--- config.mk ---
export PLATFORM = sky130hd
export DESIGN_NAME = reset_sequencer_pf
export DESIGN_NICKNAME = d
export VERILOG_FILES = /design/src/rtl/reset_sequencer_pf.sv
export SDC_FILE = /design/constraint.sdc
export NUM_CORES = 1
export LEC_CHECK = 0
export ABC_AREA = 0
export BUFFER_PORTS_ARGS = -buffer_cell sky130_fd_sc_hd__buf_2
export CORE_UTILIZATION = 45
export DETAILED_ROUTE_END_ITERATION = 8
export PLACE_DENSITY = 0.7
export RECOVER_POWER = 25
export SKIP_LAST_GASP = 1
export SLEW_MARGIN = 20
export SYNTH_ARGS = -nofsm -noshare
export SYNTH_HDL_FRONTEND = slang
export SYNTH_SLANG_ARGS = --single-unit
--- constraint.sdc ---
create_clock -name i_clk -period 1.73 [get_ports i_clk]
set_input_delay 0.173 -clock i_clk [delete_from_list [all_inputs] [get_ports i_clk]]
set_output_delay 0.173 -clock i_clk [all_outputs]
set_load 0.02 [all_outputs]
--- src/rtl/reset_sequencer_pf.sv ---
// reset_sequencer_pf: fabric reset controller combining an external reset,
// device INIT_DONE and several PLL locks. It releases NUM_CH active-low
// fabric resets in a staggered order, pulls them all back on PLL lock loss,
// and provides a per-channel soft reset while running.
//
// Optional feature: define RSTSEQ_CAUSE_EN to add the o_rst_cause port
// (00 external/POR, 01 PLL lock loss, 10 soft reset).
//
// state         | meaning
// S_WAIT_INIT   | waiting for synchronised INIT_DONE (sticky once seen)
// S_WAIT_LOCK   | filtering combined PLL lock for LOCK_FILTER cycles
// S_HOLD        | all fabric resets held for HOLD_CYCLES after lock qualifies
// S_RELEASE     | channels released one by one, STAGGER_CYCLES apart
// S_RUN         | sequence complete, soft resets accepted

`timescale 1ns/1ps

module reset_sequencer_pf #(
    parameter int NUM_CH         = 4,
    parameter int NUM_PLL        = 1,
    parameter int SYNC_STAGES    = 2,
    parameter int LOCK_FILTER    = 4,
    parameter int HOLD_CYCLES    = 16,
    parameter int STAGGER_CYCLES = 8
) (
    input  logic                i_clk,
    input  logic                i_ext_rst_n,
    input  logic                i_init_done,
    input  logic [NUM_PLL-1:0]  i_pll_lock,
    input  logic [NUM_CH-1:0]   i_sw_rst_req,
    output logic                o_pll_powerdown_b,
    output logic [NUM_CH-1:0]   o_fabric_reset_n,
    output logic                o_rst_done
`ifdef RSTSEQ_CAUSE_EN
    ,
    output logic [1:0]          o_rst_cause
`endif
);

    localparam int LW      = $clog2(LOCK_FILTER + 1);
    localparam int HW      = $clog2(HOLD_CYCLES + 1);
    localparam int REL_MAX = (NUM_CH - 1) * STAGGER_CYCLES;
    localparam int RW      = (REL_MAX > 0) ? $clog2(REL_MAX + 1) : 1;

    localparam logic [2:0] S_WAIT_INIT = 3'd0;
    localparam logic [2:0] S_WAIT_LOCK = 3'd1;
    localparam logic [2:0] S_HOLD      = 3'd2;
    localparam logic [2:0] S_RELEASE   = 3'd3;
    localparam logic [2:0] S_RUN       = 3'd4;

    logic [SYNC_STAGES-1:0]              r_rst_sync;
    logic [SYNC_STAGES-1:0]              r_init_sync;
    logic [SYNC_STAGES-1:0][NUM_PLL-1:0] r_lock_sync;
    logic [SYNC_STAGES-1:0][NUM_CH-1:0]  r_sw_sync;
    logic [NUM_CH-1:0]                   r_sw_prev;

    logic                       w_run;
    logic                       w_init;
    logic                       w_lock;
    logic [NUM_CH-1:0]          w_sw;
    logic [NUM_CH-1:0]          w_sw_rise;

    logic [2:0]                 r_state,    w_state_nxt;
    logic [LW-1:0]              r_lock_cnt, w_lock_nxt;
    logic [HW-1:0]              r_hold_cnt, w_hold_nxt;
    logic [RW-1:0]              r_rel_cnt,  w_rel_nxt;
    logic [RW-1:0]              w_rel_inc;
    logic [NUM_CH-1:0][HW-1:0]  r_soft_cnt, w_soft_nxt;
    logic [NUM_CH-1:0]          r_fabric_n, w_fab_nxt;
    logic                       r_done,     w_done_nxt;
`ifdef RSTSEQ_CAUSE_EN
    logic [1:0]                 r_cause,    w_cause_nxt;
`endif

    assign w_run     = r_rst_sync[SYNC_STAGES-1];
    assign w_init    = r_init_sync[SYNC_STAGES-1];
    assign w_lock    = &r_lock_sync[SYNC_STAGES-1];
    assign w_sw      = r_sw_sync[SYNC_STAGES-1];
    assign w_sw_rise = w_sw & ~r_sw_prev;

    // Reset-release and async-input synchronisers; SW edges are tracked in every state.
    always_ff @(posedge i_clk or negedge i_ext_rst_n) begin
        if (!i_ext_rst_n) begin
            r_rst_sync  <= '0;
            r_init_sync <= '0;
            r_lock_sync <= '0;
            r_sw_sync   <= '0;
            r_sw_prev   <= '0;
        end else begin
            r_rst_sync  <= {r_rst_sync[SYNC_STAGES-2:0], 1'b1};
            r_init_sync <= {r_init_sync[SYNC_STAGES-2:0], i_init_done};
            r_lock_sync <= {r_lock_sync[SYNC_STAGES-2:0], i_pll_lock};
            r_sw_sync   <= {r_sw_sync[SYNC_STAGES-2:0], i_sw_rst_req};
            r_sw_prev   <= w_sw;
        end
    end

    // Sequencer next-state: lock loss overrides everything below EXT_RST_N.
    always_comb begin
        w_state_nxt = r_state;
        w_lock_nxt  = r_lock_cnt;
        w_hold_nxt  = r_hold_cnt;
        w_rel_nxt   = r_rel_cnt;
        w_soft_nxt  = r_soft_cnt;
        w_fab_nxt   = r_fabric_n;
        w_done_nxt  = r_done;
`ifdef RSTSEQ_CAUSE_EN
        w_cause_nxt = r_cause;
`endif
        w_rel_inc   = (r_rel_cnt == RW'(REL_MAX)) ? r_rel_cnt : r_rel_cnt + RW'(1);

        if (w_run) begin
            case (r_state)
                S_WAIT_INIT: begin
                    if (w_init) begin
                        w_state_nxt = S_WAIT_LOCK;
                        w_lock_nxt  = '0;
                    end
                end
                S_WAIT_LOCK: begin
                    if (w_lock) begin
                        if (r_lock_cnt < LW'(LOCK_FILTER))
                            w_lock_nxt = r_lock_cnt + LW'(1);
                        if (r_lock_cnt >= LW'(LOCK_FILTER - 1)) begin
                            w_state_nxt = S_HOLD;
                            w_hold_nxt  = HW'(HOLD_CYCLES - 1);
                        end
                    end else begin
                        w_lock_nxt = '0;
                    end
                end
                S_HOLD, S_RELEASE, S_RUN: begin
                    if (!w_lock) begin
                        w_state_nxt = S_WAIT_LOCK;
                        w_lock_nxt  = '0;
                        w_hold_nxt  = '0;
                        w_rel_nxt   = '0;
                        w_soft_nxt  = '0;
                        w_fab_nxt   = '0;
                        w_done_nxt  = 1'b0;
`ifdef RSTSEQ_CAUSE_EN
                        w_cause_nxt = 2'b01;
`endif
                    end else if (r_state == S_HOLD) begin
                        if (r_hold_cnt == '0) begin
                            // Channel 0 (and any channel with zero offset) rises on entry.
                            w_rel_nxt = '0;
                            for (int i = 0; i < NUM_CH; i++)
                                w_fab_nxt[i] = (i * STAGGER_CYCLES == 0);
                            if (REL_MAX == 0) begin
                                w_state_nxt = S_RUN;
                                w_done_nxt  = 1'b1;
                            end else begin
                                w_state_nxt = S_RELEASE;
                            end
                        end else begin
                            w_hold_nxt = r_hold_cnt - HW'(1);
                        end
                    end else if (r_state == S_RELEASE) begin
                        w_rel_nxt = w_rel_inc;
                        for (int i = 0; i < NUM_CH; i++)
                            if (i * STAGGER_CYCLES <= int'(w_rel_inc))
                                w_fab_nxt[i] = 1'b1;
                        if (int'(w_rel_inc) >= REL_MAX) begin
                            w_state_nxt = S_RUN;
                            w_done_nxt  = 1'b1;
                        end
                    end else begin
                        // Soft reset timers: loaded on a request edge, terminal count re-releases.
                        for (int i = 0; i < NUM_CH; i++) begin
                            if (w_sw_rise[i]) begin
                                w_soft_nxt[i] = HW'(HOLD_CYCLES);
                                w_fab_nxt[i]  = 1'b0;
`ifdef RSTSEQ_CAUSE_EN
                                w_cause_nxt   = 2'b10;
`endif
                            end else if (r_soft_cnt[i] != '0) begin
                                w_soft_nxt[i] = r_soft_cnt[i] - HW'(1);
                                if (r_soft_cnt[i] == HW'(1))
                                    w_fab_nxt[i] = 1'b1;
                            end
                        end
                    end
                end
                default: w_state_nxt = S_WAIT_INIT;
            endcase
        end
    end

    // Sequencer state, counters and registered outputs.
    always_ff @(posedge i_clk or negedge i_ext_rst_n) begin
        if (!i_ext_rst_n) begin
            r_state    <= S_WAIT_INIT;
            r_lock_cnt <= '0;
            r_hold_cnt <= '0;
            r_rel_cnt  <= '0;
            r_soft_cnt <= '0;
            r_fabric_n <= '0;
            r_done     <= 1'b0;
        end else begin
            r_state    <= w_state_nxt;
            r_lock_cnt <= w_lock_nxt;
            r_hold_cnt <= w_hold_nxt;
            r_rel_cnt  <= w_rel_nxt;
            r_soft_cnt <= w_soft_nxt;
            r_fabric_n <= w_fab_nxt;
            r_done     <= w_done_nxt;
        end
    end

`ifdef RSTSEQ_CAUSE_EN
    // Last reset cause; holds between events.
    always_ff @(posedge i_clk or negedge i_ext_rst_n) begin
        if (!i_ext_rst_n)
            r_cause <= 2'b00;
        else
            r_cause <= w_cause_nxt;
    end

    assign o_rst_cause = r_cause;
`endif

    // PLLs stay powered down until the internal reset has released.
    assign o_pll_powerdown_b = r_rst_sync[SYNC_STAGES-1];
    assign o_fabric_reset_n  = r_fabric_n;
    assign o_rst_done        = r_done;

endmodule

-- After elaboration in Yosys (flattened, before gate mapping)
Index checks and enable logic that the tools add are counted.
- $lt $le $gt $ge: 6
- eq/ne operators: 40
- multiplexer cells: 59
- bitwise gates (word level): 2
- add/sub/neg operators: 7
- reduce and logical (&&, ||, !) cells: 22
- operators with widths (kind ; number):
    two-way mux 5 bit ; 18
    two-way mux 20 bit ; 3
    inequality test 5 x 1 -> 1 bit (second input constant) ; 8
    two-way mux 3 bit ; 12
    AND reduction 5 bit ; 7
    subtractor 5 x 1 -> 5 bit (second input constant) ; 5
    AND reduction 6 bit ; 4
    equality test 5 x 1 -> 1 bit (second input constant) ; 4
    nonzero test 5 bit ; 4
    two-way mux 1 bit ; 19
    case mux 3 bit (3 select lines) ; 2
    two-way mux 4 bit ; 4
    inequality test 3 x 1 -> 1 bit (second input constant) ; 5
    inequality test 2 bit (second input constant) ; 6
    inequality test 4 x 3 -> 1 bit (second input constant) ; 3
    inequality test 4 bit (second input constant) ; 3
    <= comparator 5 bit (first input constant) ; 2
    case mux 5 bit (2 select lines) ; 1
    inequality test 3 bit (second input constant) ; 3
    AND reduction 7 bit ; 1
    equality test 3 x 2 -> 1 bit (second input constant) ; 2
    adder 5 x 1 -> 5 bit (second input constant) ; 1
    equality test 5 bit (second input constant) ; 1
    greater-or-equal comparator 5 bit (second input constant) ; 1
    other kinds (16) ; 17
- bits of input ports: 8
- flip-flop bits (word level): 59
- word-level logic and storage cells: 156
- output and inout port bits: 6

-- Depth between registers and ports, before layout
Gate-level depths: netlist (run 1).
- depth in word-level cells: 8
- depth in mapped cells: 7

-- Worst setup path before layout (run 1)
OpenSTA, ideal clock, no wires.
- path kind: register -> register
- start point: reg r_lock_cnt[0]
- end point: reg r_hold_cnt[2]
- data required time: 1606 ps
- cell stages (with the launch flop): 8
- buffers on the path: 0
- library setup time: 124 ps
- data arrival time: 1771 ps
- period minus slack after synthesis: 1895 ps
- slack: -165 ps
- cells stage by stage: dfrtp_1 > ha_1 > ha_1 > a211oi_1 > nor2_1 > o211ai_4 > o22ai_1 > a211o_1
- word-level cells in the longest chain between the ends: 3
- ends and longest elaborated chain (item ; line ; RTL):
    start: declaration ; 64 ; logic [LW-1:0] r_lock_cnt, w_lock_nxt;
    start signal: assignment ; 202 ; r_lock_cnt <= w_lock_nxt;
    greater-or-equal comparator 3 x 2 -> 1 bit ; 124 ; if (r_lock_cnt >= LW'(LOCK_FILTER - 1)) begin
    inequality test 2 bit (no line) ; -- ;
    AND reduction 6 bit (no line) ; -- ;
    end signal: assignment ; 203 ; r_hold_cnt <= w_hold_nxt;
    end: declaration ; 65 ; logic [HW-1:0] r_hold_cnt, w_hold_nxt;
Every way passes these cells.
A chain may end at the register's enable or synchronous reset.

-- Worst setup path in the final report (run 1)
- start point: reg r_soft_cnt[10] (netlist name)
- end point: reg r_soft_cnt[10] (netlist name)
- word-level cells in the longest chain between the ends: 6
- elaborated cells on any way between the ends: 9
- those cells by class: add/sub (1); eq/ne (1); mux (5); reduce/logical (2)
- ends and longest elaborated chain (item ; line ; RTL):
    start: declaration ; 68 ; logic [NUM_CH-1:0][HW-1:0] r_soft_cnt, w_soft_nxt;
    start signal: assignment ; 205 ; r_soft_cnt <= w_soft_nxt;
    subtractor 5 x 1 -> 5 bit ; 178 ; w_soft_nxt[i] = r_soft_cnt[i] - HW'(1);
    two-way mux 5 bit ; 177 ; end else if (r_soft_cnt[i] != '0) begin
    two-way mux 5 bit ; 171 ; if (w_sw_rise[i]) begin
    two-way mux 20 bit ; 159 ; end else if (r_state == S_RELEASE) begin
    two-way mux 20 bit ; 144 ; end else if (r_state == S_HOLD) begin
    two-way mux 20 bit ; 133 ; if (!w_lock) begin
Parallel ways exist; a longest one is shown, timed or not. The select of a mux whose other input is x is not followed.

==> metrics.json, run 1 <==
{
  "final_layout": {
    "final_cell_count_no_fill": 469,
    "area_delta_synth_final_pct": 30.8,
    "stdcell_area_mm2": 0.00411,
    "ratio_of_cells_with_drive_above_1_in_the_final_layout": 0.316,
    "finish.utilization": 0.608,
    "antenna_cells_inserted": 0,
    "layout.nets": 408
  },
  "synth": {
    "synth_top_cells_by_area": "sky130_fd_sc_hd__dfrtp_1 47%, sky130_fd_sc_hd__ha_1 6.0%, sky130_fd_sc_hd__nand2_1 3.5%, sky130_fd_sc_hd__a21oi_1 2.9%, sky130_fd_sc_hd__o21ai_1 2.4%",
    "synth.top_cell.area_share": 0.470,
    "post_synth_inst_count": 312,
    "synth_top_area_cell": "sky130_fd_sc_hd__dfrtp_1",
    "synth_flop_cell": "sky130_fd_sc_hd__dfrtp_1",
    "synth.ff_latch_count": 59,
    "synthesis.nets": 335,
    "synthArstFlopShare": 1.00,
    "syn-cell-area_mm2": 0.00314,
    "yosysMostFrequentCell": "sky130_fd_sc_hd__dfrtp_1",
    "netlist-cell-type-count": 65,
    "post_synth_most_frequent_cells": "59 x sky130_fd_sc_hd__dfrtp_1, 29 x sky130_fd_sc_hd__nand2_1, 19 x sky130_fd_sc_hd__inv_1, 19 x sky130_fd_sc_hd__nor2_1, 18 x sky130_fd_sc_hd__a21oi_1",
    "synth_warnings": 0,
    "edff_count_synth": 0,
    "synth_sequential_area_ratio": 0.470,
    "synth.avg_cell_area_um2": 10.1
  },
  "worst_hold_path": {
    "timing.hold.worst_path_depth": 0,
    "min_to": "w_sw[2]",
    "holdCritStartpoint": "r_sw_sync[2]",
    "hold_class": "flop to flop"
  },
  "sta": {
    "fmax_mhz": 569,
    "finalCritPeriodShare": 1.02,
    "finalClockSkew_ns": 0.00694,
    "final_hold_viol_count": 0,
    "rsz0062_at_grt": "true",
    "relSlewSlack": 0.448,
    "timing_worst_slew_pin_value_ns": 0.828,
    "setup_viol": 4,
    "finalMaxSlewViolations": 0,
    "final_period_minus_worst_setup_slack_ns": 1.76,
    "setup_ws_ns": -0.0277
  },
  "die": {
    "die_h_um": 85.5,
    "die-area_mm2": 0.00732,
    "core-area_mm2": 0.00676,
    "dieWidth_um": 85.5,
    "initial_core_util": 0.465,
    "io-pin-count": 14,
    "num_rows": 30
  },
  "cts": {
    "clock_sinks": 59,
    "cts_root_buf": "sky130_fd_sc_hd__clkbuf_8",
    "deepest_clock_path_buffer_count": 2,
    "ctsHtreeMaxLevel": 3,
    "cts_tree": "done",
    "cts_buffers": 9,
    "clk_pin_slew_ns": 0.07,
    "insertion_delay_ns": 0.35
  },
  "setup_path": {
    "timing.critical_path.buf_inv": 2,
    "setup.reg_to_reg.worst_slack_ns": -0.03,
    "reg_to_reg_critical_path_endpoint": "r_soft_cnt[10]",
    "end_kind": "flop",
    "worst_ep_arrival_time_ns": 1.99,
    "crit_family": "simple AND/OR/NAND/NOR gates",
    "worst_r2r_startpoint": "r_soft_cnt[10]",
    "data_required_time_of_the_critical_path_ns": 1.97,
    "worstPathCellList": "inv_2, ha_4, or4b_4, o211ai_1, buf_4, xnor2_2, a21oi_1",
    "worst-r2r-cell-count": 7,
    "timing.critical_path.slowest_stage_cell": "sky130_fd_sc_hd__or4b_4",
    "path_max_fanout": 3,
    "crit_path_max_incr_delay_ns": 0.46,
    "crit_path_start_kind": "flop",
    "critPathKind": "flop to flop"
  },
  "placed_design": {
    "place_inst": 435,
    "gp_congestion": 0.835,
    "portBuffers": 13,
    "place_area_mm2": 0.00359,
    "hpwl_um": 4660
  },
  "power": {
    "sw_frac_of_total": 0.353,
    "pwr-share-comb": 0.403,
    "pwr-share-seq": 0.357,
    "intPower_mw": 3.41,
    "power.static_leakage_nw": 1.88,
    "power_frac_clock": 0.240,
    "net-switching-power_mw": 1.86,
    "peakVddDrop_mv": 0.621,
    "powerDensity_mw_per_mm2": 1280
  },
  "grt": {
    "pin_count_of_the_biggest_net_entering_global_routing": 60,
    "grt_remaining_overflow": 0,
    "aggregate_global_route_resource_usage": 0.211,
    "antenna_found_initial": 0,
    "number_of_global_route_vias_before_repair": 2530,
    "grt_first_pass_wirelength_um": 11800
  },
  "route": {
    "wl_per_cell_um": 15.5,
    "ant_nets": 0,
    "iter_0_drt_violations": 177,
    "drc": 0,
    "drt_pre_antenna_iters": 4,
    "vias": 2633,
    "finalWirelength_um": 7250,
    "route.detailed.vias_per_inst": 5.61
  },
  "outcome": {
    "outcome": "finished with violations",
    "violations": "setup timing"
  },
  "run": {
    "max_cap_violations": 0
  }
}
-- state kept, by name (all words and copies together) (netlist names), 3 cells and up --
register and count:
w_sw 4, o_fabric_reset_n 4, r_lock_cnt 3, r_rel_cnt 5, r_sw_prev 4, r_sw_sync 4, r_hold_cnt 5, r_state 3
r_soft_cnt 20
-- layout make-up --
class / instances / area (um^2)
fill: 532 / 2650
multi-input combinational: 220 / 1710
sequential: 59 / 1480
timing repair buffer: 75 / 548
clock buffer: 13 / 159
tap: 80 / 100
inverter: 20 / 75.1
clock inverter: 2 / 35.0
-- layout by cell type (no fill, tap or decap), types with 7 or more instances in the layout --
cell and instances:
sky130_fd_sc_hd__dlygate4sd3_1 7, sky130_fd_sc_hd__dfrtp_1 59, sky130_fd_sc_hd__nor2_1 16, sky130_fd_sc_hd__buf_4 54, sky130_fd_sc_hd__o21ai_1 12, sky130_fd_sc_hd__nand2_1 28, sky130_fd_sc_hd__a21oi_1 18, sky130_fd_sc_hd__clkbuf_8 11
sky130_fd_sc_hd__nand3_1 9, sky130_fd_sc_hd__inv_1 15, sky130_fd_sc_hd__ha_1 10, sky130_fd_sc_hd__buf_2 13
-- cells by family (layout without fill, tap and decap cells) --
logic type	after synthesis	after routing	share of synthesized area
buffers and inverters	34	110	0.0450
other	1	1	0.00119
and+or+nand+nor	100	100	0.176
muxes	6	6	0.0203
xor gates and xnor gates	11	11	0.0307
DFF	59	59	0.470
AOI/OAI and AO/OA	86	87	0.196
adders and majority gates	15	15	0.0598
-- metrics by stage --
step | total power, mW | setup TNS, ns | hold slack, ns | worst slack [ns]
6_report | 5.27 | -0.0734 | 0.346 | -0.0277
3_3_place_gp | 3.62 | -0.0178 | 0.205 | -0.0178
5_1_grt | 5.62 | -1.11 | 0.356 | -0.107
3_5_place_dp | 3.69 | -0.320 | 0.207 | -0.0959
4_1_cts | 5.07 | -0.0663 | 0.350 | -0.0663
2_1_floorplan | 3.00 | -0.0153 | -0.123 | -0.0153
-- worst max-delay path by stage --
stage / startpoint / to / slack, ns / cells past startpoint
2_1_floorplan: r_hold_cnt[0] / r_hold_cnt[2] / -0.02 / 7
3_3_place_gp: r_lock_cnt[0] / r_hold_cnt[2] / -0.02 / 7
3_5_place_dp: r_hold_cnt[0] / r_hold_cnt[2] / -0.1 / 7
4_1_cts: r_lock_cnt[0] / r_hold_cnt[2] / -0.07 / 7
5_1_grt: r_soft_cnt[11] / r_soft_cnt[10] / -0.11 / 7
6_report: r_soft_cnt[10] / r_soft_cnt[10] / -0.03 / 7
-- timing repair --
item,CTS,global route
pin swaps,6,15
setup buffers,3,8
endpoints found under the hold margin,65,0
resized for setup,11,24
hold buffers,7,0
gates cloned,1,0
endpoints found under the setup margin,9,33
-- layer usage --
layer	part of all wire	track usage	wire [um]	vias up
li1	-	-	-	1277
met4	0.020	0.102	148	0
met1	0.44	0.268	3210	1291
met3	0.039	0.0587	286	13
met2	0.50	0.335	3610	52
met5	0	0	0	-
-- power groups by stage --
stage          clock [mW]  combinational, mW  sequential (mW)
3_3_place_gp            0               1.73             1.88
3_5_place_dp            0               1.80             1.89
2_1_floorplan           0               1.08             1.92
4_1_cts              1.30               1.90             1.87
6_report             1.27               2.12             1.88
5_1_grt              1.37               2.34             1.91
(Power assumes the default switching activity.)
==> run 2: changes to the inputs <==
--- a/config.mk
+++ b/config.mk
@@ -7,9 +7,11 @@
 export LEC_CHECK = 0
 export ABC_AREA = 0
 export BUFFER_PORTS_ARGS = -buffer_cell sky130_fd_sc_hd__buf_2
-export CORE_UTILIZATION = 45
+export CELL_PAD_IN_SITES_DETAIL_PLACEMENT = 1
+export CELL_PAD_IN_SITES_GLOBAL_PLACEMENT = 1
+export CORE_UTILIZATION = 44
 export DETAILED_ROUTE_END_ITERATION = 8
-export PLACE_DENSITY = 0.7
+export PLACE_DENSITY = 0.82
 export RECOVER_POWER = 25
 export SKIP_LAST_GASP = 1
 export SLEW_MARGIN = 20
==> run 2 against run 1 <==
  * The run still ends with setup timing left
  * Fmax down 5.6%
  * Register-to-register slack worse by 0.10 ns
  * Clock skew fell by 0.00056 ns
  * Clock power is 12% lower
  * Worst hold slack improved by 0.0095 ns
  * Critical path type unchanged
  * Critical endpoint is now r_hold_cnt[2]
==> metrics.json, run 2 (synthesized netlist as in run 1, its figures left out) <==
{
  "outcome": {
    "outcome": "finished with violations",
    "violations": "setup timing"
  },
  "route": {
    "route.detailed.vias_per_inst": 5.75,
    "finalWirelength_um": 9850,
    "iter_0_drt_violations": 123,
    "ant_nets": 0,
    "drt_pre_antenna_iters": 4,
    "vias": 2822,
    "wl_per_cell_um": 20.1,
    "drc": 0
  },
  "power": {
    "totalPowerFinal_mw": 5.38,
    "peakVddDrop_mv": 0.650,
    "power.static_leakage_nw": 1.91,
    "powerDensity_mw_per_mm2": 1270
  },
  "sta": {
    "timing_worst_slew_pin_value_ns": 1.20,
    "finalClockSkew_ns": 0.00638,
    "finalCritPeriodShare": 1.08,
    "final_period_minus_worst_setup_slack_ns": 1.86,
    "finalMaxSlewViolations": 0,
    "final_hold_viol_count": 0,
    "relSlewSlack": 0.201,
    "fmax_mhz": 537,
    "tns_ns": -0.633,
    "setup_viol": 11,
    "setup_ws_ns": -0.131,
    "rsz0062_at_grt": "true"
  },
  "final_layout": {
    "most_used_cells_in_the_layout_excluding_fill_and_tap_cells": "58 x sky130_fd_sc_hd__dfrtp_1, 53 x sky130_fd_sc_hd__buf_4, 27 x sky130_fd_sc_hd__nand2_1",
    "final.fill_count": 771,
    "area_delta_synth_final_pct": 34.7,
    "layout.cells.most_common": "sky130_fd_sc_hd__dfrtp_1",
    "largest_reg_flops": 20,
    "multiInputGateArea_mm2": 0.00176,
    "antenna_cells_inserted": 0,
    "ratio_of_cells_with_drive_above_1_in_the_final_layout": 0.349,
    "registers.top_by_ff_count": "r_soft_cnt",
    "ff_latch_area_mm2": 0.00148,
    "layout.nets": 413,
    "layout_top_registers": "r_soft_cnt x20, r_hold_cnt x5, r_rel_cnt x5"
  },
  "worst_hold_path": {
    "min_to": "w_sw[1]",
    "timing.hold.worst_path_depth": 0,
    "hold_class": "flop to flop",
    "holdCritStartpoint": "r_sw_sync[1]"
  },
  "cts": {
    "clk_pin_slew_ns": 0.06,
    "cts_root_buf": "sky130_fd_sc_hd__clkbuf_8",
    "insertion_delay_ns": 0.33,
    "deepest_clock_path_buffer_count": 2,
    "cts_buffers": 9,
    "ctsHtreeMaxLevel": 3,
    "clock_sinks": 59,
    "cts_tree": "done"
  },
  "die": {
    "io-pin-count": 14,
    "num_rows": 30,
    "dieWidth_um": 86.5,
    "core-area_mm2": 0.00683,
    "initial_core_util": 0.460,
    "die_h_um": 86.5,
    "die-area_mm2": 0.00748
  },
  "grt": {
    "grt_remaining_overflow": 0,
    "number_of_global_route_vias_before_repair": 2950,
    "aggregate_global_route_resource_usage": 0.253,
    "pin_count_of_the_biggest_net_entering_global_routing": 41,
    "grt_first_pass_wirelength_um": 14400,
    "antenna_found_initial": 0
  },
  "setup_path": {
    "end_kind": "flop",
    "crit_path_start_kind": "flop",
    "path_max_fanout": 7,
    "data_required_time_of_the_critical_path_ns": 1.95,
    "worst-r2r-cell-count": 7,
    "worst_r2r_startpoint": "r_lock_cnt[0]",
    "worstPathCellList": "ha_2, ha_4, a211oi_4, nor2_2, o211ai_4, o22ai_1, a211o_1",
    "reg_to_reg_critical_path_endpoint": "r_hold_cnt[2]",
    "timing.critical_path.slowest_stage_cell": "sky130_fd_sc_hd__dfrtp_1",
    "crit_path_max_incr_delay_ns": 0.40,
    "worst_ep_arrival_time_ns": 2.08,
    "critPathKind": "flop to flop",
    "setup.reg_to_reg.worst_slack_ns": -0.13
  },
  "placed_design": {
    "portBuffers": 13,
    "gp_congestion": 0.797,
    "hpwl_um": 5770
  },
  "run": {
    "max_cap_violations": 0
  }
}
[run 2: changes by cell type in the layout (fill, tap and decap cells not counted), sizes merged]
| cell | previous run | this run |
|---|---|---|
| clkinv | 1 | 2 |
| o211ai | 4 | 3 |
| buf | 67 | 73 |
| bufinv | 1 | 0 |
| clkbuf | 14 | 15 |
[run 2: worst max path at each step]
stage	start	to	slack, ns	depth (start not counted)
2_1_floorplan	r_hold_cnt[0]	r_hold_cnt[2]	-0.02	7
3_3_place_gp	r_hold_cnt[0]	o_fabric_reset_n[3]	0.009	7
3_5_place_dp	r_lock_cnt[0]	r_hold_cnt[2]	-0.09	7
4_1_cts	r_lock_cnt[0]	r_hold_cnt[2]	-0.05	7
5_1_grt	r_lock_cnt[0]	r_hold_cnt[2]	-0.20	7
6_report	r_lock_cnt[0]	r_hold_cnt[2]	-0.13	7
[run 2: metrics by stage]
step	hold WS, ns	cells	utilization	worst slack, ns	area, um^2
finish	0.355	491	0.619	-0.131	4230
global route	0.362	491	0.619	-0.201	4230
CTS	0.342	479	0.581	-0.0525	3970
detailed placement	0.165	452	0.529	-0.0859	3620
global placement	0.155	452	0.529	0.00907	3620
floorplan	-0.123	312	-	-0.0153	3150
[run 2: cell type report]
cell class / instances / area share
clock buffers: 14 / 0.0384
clock inverters: 2 / 0.00237
inverters: 20 / 0.0177
multi-input cells: 219 / 0.416
flip-flops and latches: 59 / 0.349
well taps: 96 / 0.0284
repair buffers: 81 / 0.148
[run 2: per-layer routing]
metal / track usage / wire (um)
met2: 0.485 / 5280
met1: 0.284 / 4080
met5: 0 / 0
met4: 0.0773 / 251
met3: 0.0457 / 233
[run 2: worst max-delay path: cells and delay by family, from the launching register on]
| kind | cells | cell delay (ns) |
|---|---|---|
| flip-flops | 1 | 0.40 |
| AO/OA/AOI/OAI | 4 | 0.87 |
| adder cells (fa/ha/maj) | 2 | 0.38 |
| AND/OR/NAND/NOR | 1 | 0.08 |
[run 2: where the power goes]
part           switching (mW)  internal, mW
Combinational            1.26          1.06
Sequential              0.292          1.65
Clock                   0.524         0.595
[run 2: timing repair]
item / CTS / global route
setup buffers: 4 / 11
hold buffers: 7 / 0
resized for setup: 19 / 35
gates cloned: 0 / 1
hold endpoints to repair: 25 / 0
endpoints found under the setup margin: 19 / 36
pin swaps: 5 / 16
